$ cat src/rtl/data_ram_arbiter.sv
// Single-port RAM controller shared by instruction fetch and data load/store.
// One request in flight; data has priority unless instruction fetch has been starved.
module data_ram_arbiter #(
   parameter int MAX_WAIT     = 15,
   parameter int STARVE_LIMIT = 4
) (
   input  logic        clk,
   input  logic        rst,
   input  logic        inst_req_valid,
   input  logic [31:0] inst_req_addr,
   output logic        inst_req_ready,
   output logic        inst_resp_valid,
   output logic [31:0] inst_resp_rdata,
   output logic        inst_resp_err,
   input  logic        data_req_valid,
   input  logic        data_req_write,
   input  logic [3:0]  data_req_sel,
   input  logic [31:0] data_req_addr,
   input  logic [31:0] data_req_wdata,
   output logic        data_req_ready,
   output logic        data_resp_valid,
   output logic [31:0] data_resp_rdata,
   output logic        data_resp_err,
   output logic        ram_en,
   output logic [3:0]  ram_we,
   output logic [31:0] ram_addr,
   output logic [31:0] ram_wdata,
   input  logic [31:0] ram_rdata,
   input  logic        ram_ack
);

   typedef enum logic [1:0] {IDLE, INST_BUSY, DATA_BUSY, RESP} state_t;

   state_t      state;
   logic [7:0]  wait_cnt;
   logic [3:0]  starve_cnt;
   logic        req_write;

   logic        inst_force;
   logic        data_grant;
   logic        inst_grant;
   logic        data_misaligned;
   logic        inst_misaligned;
   logic [3:0]  data_we;
   logic [31:0] data_wdata_rep;

   // Instruction fetch wins only once it has lost STARVE_LIMIT grants in a row.
   assign inst_force     = (starve_cnt == 4'(STARVE_LIMIT)) && inst_req_valid;
   assign data_grant     = (state == IDLE) && data_req_valid && !inst_force;
   assign inst_grant     = (state == IDLE) && inst_req_valid && !data_grant;
   assign data_req_ready = data_grant;
   assign inst_req_ready = inst_grant;

   assign inst_misaligned = |inst_req_addr[1:0];
   assign data_we         = data_req_write ? 4'(data_req_sel << data_req_addr[1:0]) : 4'b0000;

   always_comb begin
      data_misaligned = 1'b0;
      data_wdata_rep  = data_req_wdata;
      case (data_req_sel)
         4'b0001: data_wdata_rep = {4{data_req_wdata[7:0]}};
         4'b0011: begin
            data_wdata_rep  = {2{data_req_wdata[15:0]}};
            data_misaligned = data_req_addr[0];
         end
         4'b1111: data_misaligned = |data_req_addr[1:0];
         default: data_misaligned = 1'b1;
      endcase
   end

   always_ff @(posedge clk or posedge rst) begin
      if (rst) begin
         state           <= IDLE;
         wait_cnt        <= '0;
         starve_cnt      <= '0;
         req_write       <= 1'b0;
         inst_resp_valid <= 1'b0;
         inst_resp_rdata <= '0;
         inst_resp_err   <= 1'b0;
         data_resp_valid <= 1'b0;
         data_resp_rdata <= '0;
         data_resp_err   <= 1'b0;
         ram_en          <= 1'b0;
         ram_we          <= '0;
         ram_addr        <= '0;
         ram_wdata       <= '0;
      end else begin
         // Response outputs are single-cycle pulses and read as zero otherwise.
         inst_resp_valid <= 1'b0;
         inst_resp_rdata <= '0;
         inst_resp_err   <= 1'b0;
         data_resp_valid <= 1'b0;
         data_resp_rdata <= '0;
         data_resp_err   <= 1'b0;

         case (state)
            IDLE: begin
               if (inst_grant || !inst_req_valid)
                  starve_cnt <= '0;
               else if (data_grant && starve_cnt != 4'hF)
                  starve_cnt <= starve_cnt + 4'd1;

               if (data_grant) begin
                  req_write <= data_req_write;
                  if (data_misaligned) begin
                     state           <= RESP;
                     data_resp_valid <= 1'b1;
                     data_resp_err   <= 1'b1;
                  end else begin
                     state     <= DATA_BUSY;
                     ram_en    <= 1'b1;
                     ram_we    <= data_we;
                     ram_addr  <= {data_req_addr[31:2], 2'b00};
                     ram_wdata <= data_wdata_rep;
                  end
               end else if (inst_grant) begin
                  req_write <= 1'b0;
                  if (inst_misaligned) begin
                     state           <= RESP;
                     inst_resp_valid <= 1'b1;
                     inst_resp_err   <= 1'b1;
                  end else begin
                     state     <= INST_BUSY;
                     ram_en    <= 1'b1;
                     ram_we    <= 4'b0000;
                     ram_addr  <= {inst_req_addr[31:2], 2'b00};
                     ram_wdata <= '0;
                  end
               end
            end

            INST_BUSY, DATA_BUSY: begin
               wait_cnt <= wait_cnt + 8'd1;
               // An ack in the final allowed cycle still counts as success.
               if (ram_ack || wait_cnt == 8'(MAX_WAIT - 1)) begin
                  state     <= RESP;
                  ram_en    <= 1'b0;
                  ram_we    <= '0;
                  ram_addr  <= '0;
                  ram_wdata <= '0;
                  if (state == INST_BUSY) begin
                     inst_resp_valid <= 1'b1;
                     inst_resp_err   <= !ram_ack;
                     inst_resp_rdata <= ram_ack ? ram_rdata : 32'h0;
                  end else begin
                     data_resp_valid <= 1'b1;
                     data_resp_err   <= !ram_ack;
                     data_resp_rdata <= (ram_ack && !req_write) ? ram_rdata : 32'h0;
                  end
               end
            end

            RESP: begin
               wait_cnt <= '0;
               state    <= IDLE;
            end

            default: state <= IDLE;
         endcase
      end
   end

endmodule

$ cat config.mk
export PLATFORM = sky130hd
export DESIGN_NAME = data_ram_arbiter
export DESIGN_NICKNAME = d
export VERILOG_FILES = /design/src/rtl/data_ram_arbiter.sv
export SDC_FILE = /design/constraint.sdc
export NUM_CORES = 1
export LEC_CHECK = 0
export ABC_AREA = 1
export ABC_CLOCK_PERIOD_IN_PS = 9100
export BUFFER_PORTS_ARGS = -buffer_cell sky130_fd_sc_hd__buf_2
export CORE_MARGIN = 5
export CORE_UTILIZATION = 54
export CTS_CLUSTER_DIAMETER = 50
export DETAILED_ROUTE_END_ITERATION = 16
export GPL_TIMING_DRIVEN = 0
export PLACE_DENSITY_LB_ADDON = 0.15
export SYNTH_ARGS = -nofsm -noshare
export SYNTH_HDL_FRONTEND = slang
export SYNTH_SLANG_ARGS = --single-unit
export TNS_END_PERCENT = 100
$ cat constraint.sdc
create_clock -name clk -period 9.1 [get_ports clk]
set_clock_uncertainty 0.15 [all_clocks]
set_input_delay 1.365 -clock clk [delete_from_list [all_inputs] [get_ports clk]]
set_output_delay 1.365 -clock clk [all_outputs]
set_load 0.02 [all_outputs]
==> run summary <==
Via density: 5.17
Dpl cell area: 9320 µm²
Vias in the first global route: 7127
Fin crit share: 46.4%
Iteration-0 DRC Markers: 454
DRT Wirelength: 23.2 mm
GRT Util Overall: 27.4%
Type of origin of the critical path: input pin
Global Route met3 Usage: 5.56%
Data required, critical path: 7.59 ns
Post-detailed-route count of antenna-violating nets: 0
Hold buffer count at cts: 0
Fin util: 71.3%
WL/cell: 15.8 µm
Synth area leader: dfrtp_1
Max cap viols: 0
Post_cts resized: 0
Top Ports: 277
Setup slack, reg-to-reg: 6.42 ns
Max clock buf depth: 2
Routability cong.: 0.919
Most frequent cell after synthesis: nand2_1
First-pass GRT wire length: 36.0 mm
GR peak layer: met2
Starting Density: 55.1%
Share of cells above drive strength 1: 27.2%
Non-Filler Instances: 1471
Die area: 16700 µm²
Commonest cells in the netlist: nand2_1, dfrtp_1, inv_1
Layout area overhead: 29.3%
Status: finished clean
#FFs+latches synth: 150
# diodes: 0
DRC violations left: 0
Core Region: 13900 µm²
Largest net degree at the start of global routing: 81
TritonRoute pass-1 iters: 6
Slew headroom: 57.2%
Cells after DPL: 1440
CTS tree: built
Worst Hold Path Cells: 2
CP Class: input pin to primary output
IO buf count: 274
Number of flops mapped to enable cells by yosys: 0
Post-synth cell types: 24
Synth top area share: 48.9%
Fin. Hold Viols: 0
Static leakage: 0.00585 µW
R2r worst-path depth: 9
Num CTS Buffers: 17
Mapped Cells: 984
DP HPWL: 17.4 mm
Clock transition at the registers of the reported paths: 0.05 ns
Met1 Usage GRT: 35.5%
Slew @ Worst Pin: 0.642 ns
CP Capture Type: primary output
Yosys warning count: 0
Top_reg_cell synth: dfrtp_1
Ranking of synthesized cells by area: dfrtp_1, nand3_1, nand2_1
Final Setup Violations: 0
Worst skew pair latency: 0.41 ns
Post-CTS Setup Inserts: 0
Achievable frequency: 0.237 GHz
Worst min path class: flip-flop to flip-flop
Sequential-to-total area share from yosys stat: 48.9%
Initial antenna violation count: 0
CP startpoint: inst_req_valid
Std-Cell Rows: 43
Nets: 1425
FF-to-FF Start: state[0]
Setup crit end: inst_req_ready
Final Critical Period: 4.22 ns
RSZ-0062 raised after global routing: no
Max VDD drop: 138 µV
Total negative setup slack: 0 ns
Asr flop ratio synth: 100%
GR Overflow Total: 0
Clock sink total: 150
Worst r2r dst: ram_addr[16]
Fill cells: 1176
Htree depth: 4
Design Area, Final: 9940 µm²
CP Max Fanout: 10
Synth Area per Inst: 7.81 µm²
Die width: 129 µm
Pwr/cell area: 300 nW/µm²
Die height: 129 µm
Vias: 7609
Root buf cell: clkbuf_16
Met2 Use GR: 46.5%
Crit path DAT: 2.71 ns
Min Hold Slack: 0.376 ns
Final Max Slew Viols: 0
Synth Cell Area: 7680 µm²
## metal layers
layer	wire length, µm	vias up
met5	0	-
met1	9400	3559
met3	1910	36
met2	11500	319
met4	455	0
li1	-	3695
## worst max-delay path, stage by stage
cell and delay (ns):
buf_2 0.12, nand2_1 0.06, inv_1 0.06, nand2_2 0.12, nand2_1 0.11, buf_4 0.19
inv_2 0.08, nor3_1 0.34, buf_2 0.26
## registers in the layout (all words and copies together) (netlist names), 2 cells and up
name / count
wait_cnt: 8
starve_cnt: 4
inst_resp_rdata: 32
ram_addr: 30
ram_we: 4
state: 2
ram_wdata: 32
data_resp_rdata: 32
## cell usage in the layout (no fill, tap or decap), drive strengths merged, types with 3 or more instances in the layout
| master | synthesis | final |
|---|---|---|
| dfrtp | 150 | 150 |
| o21bai | 67 | 67 |
| o21ai | 11 | 11 |
| nor3b | 5 | 5 |
| clkbuf | 29 | 48 |
| ha | 8 | 8 |
| bufinv | 0 | 3 |
| nand3 | 139 | 139 |
| clkinv | 0 | 3 |
| nor3 | 49 | 49 |
| inv | 150 | 154 |
| nor2 | 92 | 92 |
| a21oi | 58 | 58 |
| nand2 | 179 | 179 |
| nand4 | 6 | 6 |
| buf | 38 | 313 |
## cell families after synthesis
| kind of cell | share of synthesized area [%] |
|---|---|
| other cells | 0.0488 |
| simple gates | 26.8 |
| compound gates | 11.1 |
| flops | 48.9 |
| fa+ha+maj | 1.30 |
| buf+inv | 11.8 |
## through the flow
stage / total power, µW / setup WS (ns)
final: 2980 / 4.88
after global routing: 3160 / 4.78
after CTS: 2990 / 4.85
after detailed placement: 2240 / 4.85
after global placement: 2220 / 1.99
after floorplan: 1800 / 3.55
## layout make-up
class | instances | area, µm² | share of cell area, %
buffer | 67 | 344 | 3.46
sequential | 150 | 3750 | 37.8
timing repair buffer | 275 | 1400 | 14.1
tap | 180 | 225 | 2.27
clock buffer | 19 | 453 | 4.56
clock inverter | 12 | 169 | 1.70
inverter | 150 | 568 | 5.72
multi-input combinational | 618 | 3030 | 30.4
## power by group
part	internal (µW)	switching (µW)
clock network	450	290
logic	414	951
registers	810	68.8
## worst min path at each step
| stage | start | slack (ns) | to |
|---|---|---|---|
| final | starve_cnt[1] | 0.38 | starve_cnt[1] |
| after global routing | req_write | 0.43 | req_write |
| after CTS | starve_cnt[1] | 0.39 | starve_cnt[1] |
| after detailed placement | starve_cnt[1] | 0.37 | starve_cnt[1] |
| after global placement | starve_cnt[1] | 0.35 | starve_cnt[1] |
| after floorplan | starve_cnt[1] | 0.33 | starve_cnt[1] |
Power figures use the tool's default switching activity.
